<file path="src/rtl/traffic_pkg.sv">
// Shared definitions for the junction controller: light codes, the one-hot
// phase encoding and the phase-duration lookup used to load the phase timer.
package traffic_pkg;

  // One-hot light head codes (bit 2 = red, bit 1 = yellow, bit 0 = green)
  localparam logic [2:0] LIGHT_RED    = 3'b100;
  localparam logic [2:0] LIGHT_YELLOW = 3'b010;
  localparam logic [2:0] LIGHT_GREEN  = 3'b001;

  // One-hot phase encoding, one bit per phase
  typedef enum logic [6:0] {
    ST_ALLRED_NS = 7'b000_0001,
    ST_NS_GREEN  = 7'b000_0010,
    ST_NS_YELLOW = 7'b000_0100,
    ST_ALLRED_EW = 7'b000_1000,
    ST_WALK      = 7'b001_0000,
    ST_EW_GREEN  = 7'b010_0000,
    ST_EW_YELLOW = 7'b100_0000
  } state_t;

  // Value the phase timer loads on entry to a phase: its length minus one.
  // Anything that is not a green, yellow or walk phase is treated as all-red.
  function automatic int unsigned phase_last(
    input state_t      st,
    input int unsigned green_cycles,
    input int unsigned yellow_cycles,
    input int unsigned allred_cycles,
    input int unsigned walk_cycles
  );
    int unsigned len;
    case (st)
      ST_NS_GREEN,
      ST_EW_GREEN:  len = green_cycles;
      ST_NS_YELLOW,
      ST_EW_YELLOW: len = yellow_cycles;
      ST_WALK:      len = walk_cycles;
      default:      len = allred_cycles;
    endcase
    return len - 32'd1;
  endfunction

endpackage

</file>
<file path="src/rtl/phase_timer.sv">
// Loadable down-counter for the phase timer. It stops at zero and stays
// there until the next load, which is what lets the main road rest on green.
// It has no reset of its own: the controller asserts load while in reset.
module phase_timer #(
  parameter int W = 8
) (
  input  logic         clk,
  input  logic         load,
  input  logic [W-1:0] load_val,
  output logic         zero
);

  logic [W-1:0] r_count;

  // Load on phase entry, otherwise count down and hold at zero
  always_ff @(posedge clk) begin
    if (load) begin
      r_count <= load_val;
    end else if (r_count != {W{1'b0}}) begin
      r_count <= r_count - {{(W-1){1'b0}}, 1'b1};
    end else begin
      r_count <= r_count;
    end
  end

  assign zero = (r_count == {W{1'b0}});

endmodule

</file>
<file path="src/rtl/traffic_junction_ctrl.sv">
// Junction controller: main road north-south, side road east-west, plus a
// pedestrian crossing served from the east-west all-red phase. Outputs are
// a pure decode of the phase register, so the two heads can never both show
// a non-red aspect in the same cycle.
module traffic_junction_ctrl
  import traffic_pkg::*;
#(
  parameter int GREEN_CYCLES  = 8,
  parameter int YELLOW_CYCLES = 2,
  parameter int ALLRED_CYCLES = 1,
  parameter int WALK_CYCLES   = 4,
  parameter int CNT_W         = 8
) (
  input  logic       clk,
  input  logic       reset,
  input  logic       sensor_ew,
  input  logic       ped_req,
  output logic [2:0] ns_light,
  output logic [2:0] ew_light,
  output logic       walk,
  output logic       ped_ack
);

  state_t           r_state;
  state_t           w_next;
  logic             r_ped_pending;
  logic             r_ped_ack;
  logic             w_expired;
  logic             w_enter_walk;
  logic             w_load;
  logic [CNT_W-1:0] w_load_val;
  logic [CNT_W-1:0] w_reset_val;
  logic [CNT_W-1:0] w_next_val;

  assign w_reset_val = CNT_W'(phase_last(ST_ALLRED_NS, GREEN_CYCLES, YELLOW_CYCLES,
                                         ALLRED_CYCLES, WALK_CYCLES));
  assign w_next_val  = CNT_W'(phase_last(w_next, GREEN_CYCLES, YELLOW_CYCLES,
                                         ALLRED_CYCLES, WALK_CYCLES));

  // The timer reloads on every phase change, and during reset with the
  // all-red length, so each phase lasts exactly its programmed length.
  assign w_load       = reset || (w_next != r_state);
  assign w_load_val   = reset ? w_reset_val : w_next_val;
  assign w_enter_walk = (w_next == ST_WALK) && (r_state != ST_WALK);

  phase_timer #(
    .W (CNT_W)
  ) u_phase_timer (
    .clk      (clk),
    .load     (w_load),
    .load_val (w_load_val),
    .zero     (w_expired)
  );

  // Phase register
  always_ff @(posedge clk) begin
    if (reset) begin
      r_state <= ST_ALLRED_NS;
    end else begin
      r_state <= w_next;
    end
  end

  // Next-phase decision, taken only when the current phase has expired
  always_comb begin
    w_next = r_state;
    case (r_state)
      ST_ALLRED_NS: begin
        if (w_expired) w_next = ST_NS_GREEN;
        else           w_next = r_state;
      end
      ST_NS_GREEN: begin
        if (w_expired && (sensor_ew || r_ped_pending)) w_next = ST_NS_YELLOW;
        else                                          w_next = r_state;
      end
      ST_NS_YELLOW: begin
        if (w_expired) w_next = ST_ALLRED_EW;
        else           w_next = r_state;
      end
      ST_ALLRED_EW: begin
        if (w_expired && r_ped_pending) w_next = ST_WALK;
        else if (w_expired)             w_next = ST_EW_GREEN;
        else                            w_next = r_state;
      end
      ST_WALK: begin
        if (w_expired && sensor_ew) w_next = ST_EW_GREEN;
        else if (w_expired)         w_next = ST_ALLRED_NS;
        else                        w_next = r_state;
      end
      ST_EW_GREEN: begin
        if (w_expired) w_next = ST_EW_YELLOW;
        else           w_next = r_state;
      end
      ST_EW_YELLOW: begin
        if (w_expired) w_next = ST_ALLRED_NS;
        else           w_next = r_state;
      end
      default: w_next = ST_ALLRED_NS;
    endcase
  end

  // Pedestrian request latch; a press during WALK or on the entry edge is
  // already being served and is dropped
  always_ff @(posedge clk) begin
    if (reset) begin
      r_ped_pending <= 1'b0;
    end else if (w_enter_walk) begin
      r_ped_pending <= 1'b0;
    end else if (ped_req && (r_state != ST_WALK)) begin
      r_ped_pending <= 1'b1;
    end else begin
      r_ped_pending <= r_ped_pending;
    end
  end

  // Acknowledge flag, high for the first WALK cycle only
  always_ff @(posedge clk) begin
    if (reset) begin
      r_ped_ack <= 1'b0;
    end else begin
      r_ped_ack <= w_enter_walk;
    end
  end

  assign ped_ack = r_ped_ack;

  // Light decode from the phase register; unknown encodings show all-red
  always_comb begin
    ns_light = LIGHT_RED;
    ew_light = LIGHT_RED;
    walk     = 1'b0;
    case (r_state)
      ST_NS_GREEN: begin
        ns_light = LIGHT_GREEN;
        ew_light = LIGHT_RED;
        walk     = 1'b0;
      end
      ST_NS_YELLOW: begin
        ns_light = LIGHT_YELLOW;
        ew_light = LIGHT_RED;
        walk     = 1'b0;
      end
      ST_WALK: begin
        ns_light = LIGHT_RED;
        ew_light = LIGHT_RED;
        walk     = 1'b1;
      end
      ST_EW_GREEN: begin
        ns_light = LIGHT_RED;
        ew_light = LIGHT_GREEN;
        walk     = 1'b0;
      end
      ST_EW_YELLOW: begin
        ns_light = LIGHT_RED;
        ew_light = LIGHT_YELLOW;
        walk     = 1'b0;
      end
      default: begin
        ns_light = LIGHT_RED;
        ew_light = LIGHT_RED;
        walk     = 1'b0;
      end
    endcase
  end

endmodule
</file>
<file path="config.mk">
export PLATFORM = sky130hd
export DESIGN_NAME = traffic_junction_ctrl
export DESIGN_NICKNAME = d
export VERILOG_FILES = /design/src/rtl/traffic_pkg.sv /design/src/rtl/phase_timer.sv /design/src/rtl/traffic_junction_ctrl.sv
export SDC_FILE = /design/constraint.sdc
export NUM_CORES = 1
export LEC_CHECK = 0
export CAP_MARGIN = 20
export CELL_PAD_IN_SITES_DETAIL_PLACEMENT = 1
export CELL_PAD_IN_SITES_GLOBAL_PLACEMENT = 1
export CORE_AREA = 2 2 64 66
export CTS_BUF_LIST = sky130_fd_sc_hd__clkbuf_2
export DETAILED_ROUTE_END_ITERATION = 16
export DIE_AREA = 0 0 66 68
export PLACE_DENSITY = 0.71
export SETUP_SLACK_MARGIN = 0.2
export SLEW_MARGIN = 20
export SYNTH_ARGS = -nofsm -noshare
export SYNTH_HDL_FRONTEND = slang
export SYNTH_SLANG_ARGS = --single-unit
</file>
<file path="constraint.sdc">
create_clock -name clk -period 3.25 [get_ports clk]
set_input_delay 0.325 -clock clk [delete_from_list [all_inputs] [get_ports clk]]
set_output_delay 0.325 -clock clk [all_outputs]
set_load 0.01 [all_outputs]
</file>
==> results.cfg <==
[detailed_routing]
drt-vias-per-instance = 5.31
ant_nets = 0
avgRoutedWirePerCell_um = 16.5
drt_iter0_markers = 37
routed-wl-met2_um = 1770
wl_met1_um = 1550
route.detailed.drc = 0
postRouteWirelength_um = 3470
wl_met3_um = 112
vias = 1120
routed.top_layer = met4
first_pass_iters = 4

[global_routing]
grt_pass1_vias = 1187
grt_usage = 0.171
grt_max_degree = 13
antenna_found_initial = 0
grt_pass1_wl_um = 5780
grt_overflow = 0

[critical_path]
cpPeakStageDelay_ns = 0.61
worstSetupStartpoint = r_state[5]
r2r_end = u_phase_timer.r_count[5]
cp_slowest_cell = or4_4
critPathBufInv = 2
critPathTopFamily = simple AND/OR/NAND/NOR gates
r2r_slack_ns = 0.48
cp_num_cells = 5
path_max_fanout = 11
crit_type = reg -> out
startpoint_type = register
endpoint_kind = primary output
crit_chain = or4_4, nor4b_4, buf_4, nor2_1, clkdlybuf4s50_1
rr_worst_depth = 7
worst_ep_required_time_ns = 2.92
r2r-start = r_state[1]
critPathCapture = ns_light[2]
critPathArrivalTime_ns = 2.51

[clocking]
h-tree-depth = 1
path_clk_slew_ns = 0.20
clock_sinks = 17
root_buffer = clkbuf_2
cts_buffers = 3
cts_tree = built
clk_path_buf_depth = 2
post_cts_buffers = 0
insertion_delay_ns = 0.32

[power]
irDropWorstVdd_v = 0.000166
p_leak_nw = 0.556
power_frac_comb = 0.558
netSwitchingFraction = 0.435
powerDensity_nw_per_um2 = 706
p_int_mw = 0.597
p_sw_mw = 0.460
p_clk_frac = 0.104
p_total_mw = 1.06
seqPwrFrac = 0.338

[sta]
worst_pin_slew_ns = 0.483
post-route-period-util = 0.873
setup_violations = 0
fin_crit_ns = 2.84
maxSlewViolCount = 0
grt_setup_unrepaired = false
relSlewSlack = 0.677
hold_violations = 0
fmax_ghz = 0.352
fin_skew_ns = 0.00418
tns_ns = 0
whs_ns = 0.596

[floorplanning]
die-area_sq_um = 4490
initial_core_util = 0.337
die_w_um = 66
core_sq_um = 3860
pin_count = 12
die_y_um = 68
rows = 23

[synth]
synth_edf_count = 8
synth.yosys.seq_area_share = 0.323
synth.largest_area_cell = edfxtp_1
yosysWarnings = 0
ys_seq_elements = 17
synthArstFlopShare = 0
synth_top_area_frac = 0.185
yosys-top-cells-area = edfxtp_1, dfxtp_1, nor2_1, mux2i_1, buf_6
synth_cells = 149
yosys.cell_types.count = 42
synth-main-ff-cell = dfxtp_1
syn-cell-area_sq_um = 1300
syn_nets = 156
avgSynthCellArea_sq_um = 8.73

[hold_path]
hold_path.class = reg -> reg

[placement]
io_buffers = 11
hpwl_um = 2650
place_congestion = 0.997

[cells_and_area]
final_net_count = 169
n_antenna_cell = 0
fill_cells = 470
drive_gt1_frac = 0.168
area_growth_syn_to_layout_pct = 15.0

[run]
maxCapViolations = 0

[status]
status = completed
flip-flops by register name, indices dropped and copies added (netlist names):
name                   count
r_ped_pending              1
ped_ack                    1
u_phase_timer.r_count      8
r_state                    7
cell usage after synthesis, types with 3 or more instances:
library cell  instances
a21oi_1               5
and2_1                4
buf_2                 5
buf_6                 5
dfxtp_1               9
edfxtp_1              8
ha_1                  3
inv_1                 5
mux2i_1               7
nand2_1               6
nand2b_1              3
nand3_1               4
nor2_1               19
nor2b_1               3
nor3_1                8
nor4_1                5
nor4b_1               5
o21ai_0               7
xnor2_1               5
xor2_1                4
area by class of cell:
type | count | area [sq um] | area share
clock buffer | 3 | 15.0 | 0.0100
clock inverter | 1 | 7.51 | 0.00502
inverter | 5 | 18.8 | 0.0125
multi-input combinational | 114 | 787 | 0.526
sequential | 17 | 420 | 0.281
tap | 50 | 62.6 | 0.0418
timing repair buffer | 21 | 185 | 0.124
power by group through the flow:
stage / sequential [mW] / clock (mW) / combinational, mW
after floorplan: 0.336 / 0 / 0.454
after global placement: 0.355 / 0 / 0.568
after detailed placement: 0.361 / 0 / 0.583
after CTS: 0.356 / 0.111 / 0.595
after global routing: 0.367 / 0.118 / 0.662
final: 0.357 / 0.110 / 0.589
cells in the final DEF, fill, tap and decap left out, types with 2 or more instances in the layout:
cell,Yosys,final
nor2_1,19,19
clkdlybuf4s50_1,0,11
buf_4,2,10
dfxtp_1,9,9
nor3_1,8,8
edfxtp_1,8,8
o21ai_0,7,7
mux2i_1,7,7
nand2_1,6,6
nor4_1,5,5
inv_1,5,5
xnor2_1,5,5
a21oi_1,5,5
nand3_1,4,4
xor2_1,4,4
and2_1,4,4
nor2b_1,3,3
nand2b_1,3,3
nor4b_1,5,3
ha_1,3,3
clkbuf_2,0,3
and3_1,2,2
o22ai_1,2,2
o31ai_1,2,2
o211ai_1,2,2
and2_2,2,2
cell families (layout without fill, tap and decap cells):
family,Yosys count,count (layout),synth area share
adders and majority gates,3,3,0.0288
muxes,8,8,0.0654
buffers and inverters,18,30,0.0913
xor gates and xnor gates,9,9,0.0606
DFF,17,17,0.323
and+or+nand+nor,71,71,0.317
AOI/OAI and AO/OA,23,23,0.113
layer usage:
metal / track usage / up-vias
li1: - / 553
met2: 0.306 / 22
met1: 0.220 / 541
met5: 0 / -
met4: 0.0408 / 0
met3: 0.0197 / 4
worst min path at each step:
stage | from | endpoint | cells past startpoint
4_1_cts | r_ped_pending | r_ped_pending | 2
3_3_place_gp | r_ped_pending | r_ped_pending | 2
6_report | r_ped_pending | r_ped_pending | 2
5_1_grt | r_ped_pending | ped_ack | 1
3_5_place_dp | r_ped_pending | r_ped_pending | 2
2_1_floorplan | r_ped_pending | r_ped_pending | 2
through the flow:
stage	utilization	setup WS (ns)	instances	cell area, sq um
2_1_floorplan	-	0.556	149	1300
3_3_place_gp	0.376	0.369	207	1450
3_5_place_dp	0.376	0.333	207	1450
4_1_cts	0.385	0.229	211	1480
5_1_grt	0.388	0.267	211	1500
6_report	0.388	0.412	211	1500
what timing repair did:
item | CTS | global route
gates resized for setup | 2 | 3
endpoints found under the setup margin | 3 | 11
hold buffers | 0 | 0
worst reg2reg max path: stages, from the launching register on:
cell and delay (ns):
dfxtp_1 0.50, or4_1 0.60, nor3_2 0.28, nor4_1 0.11, a31oi_2 0.20, o22ai_1 0.10, and4bb_2 0.45, nand2_1 0.26
(Power assumes the default switching activity.)
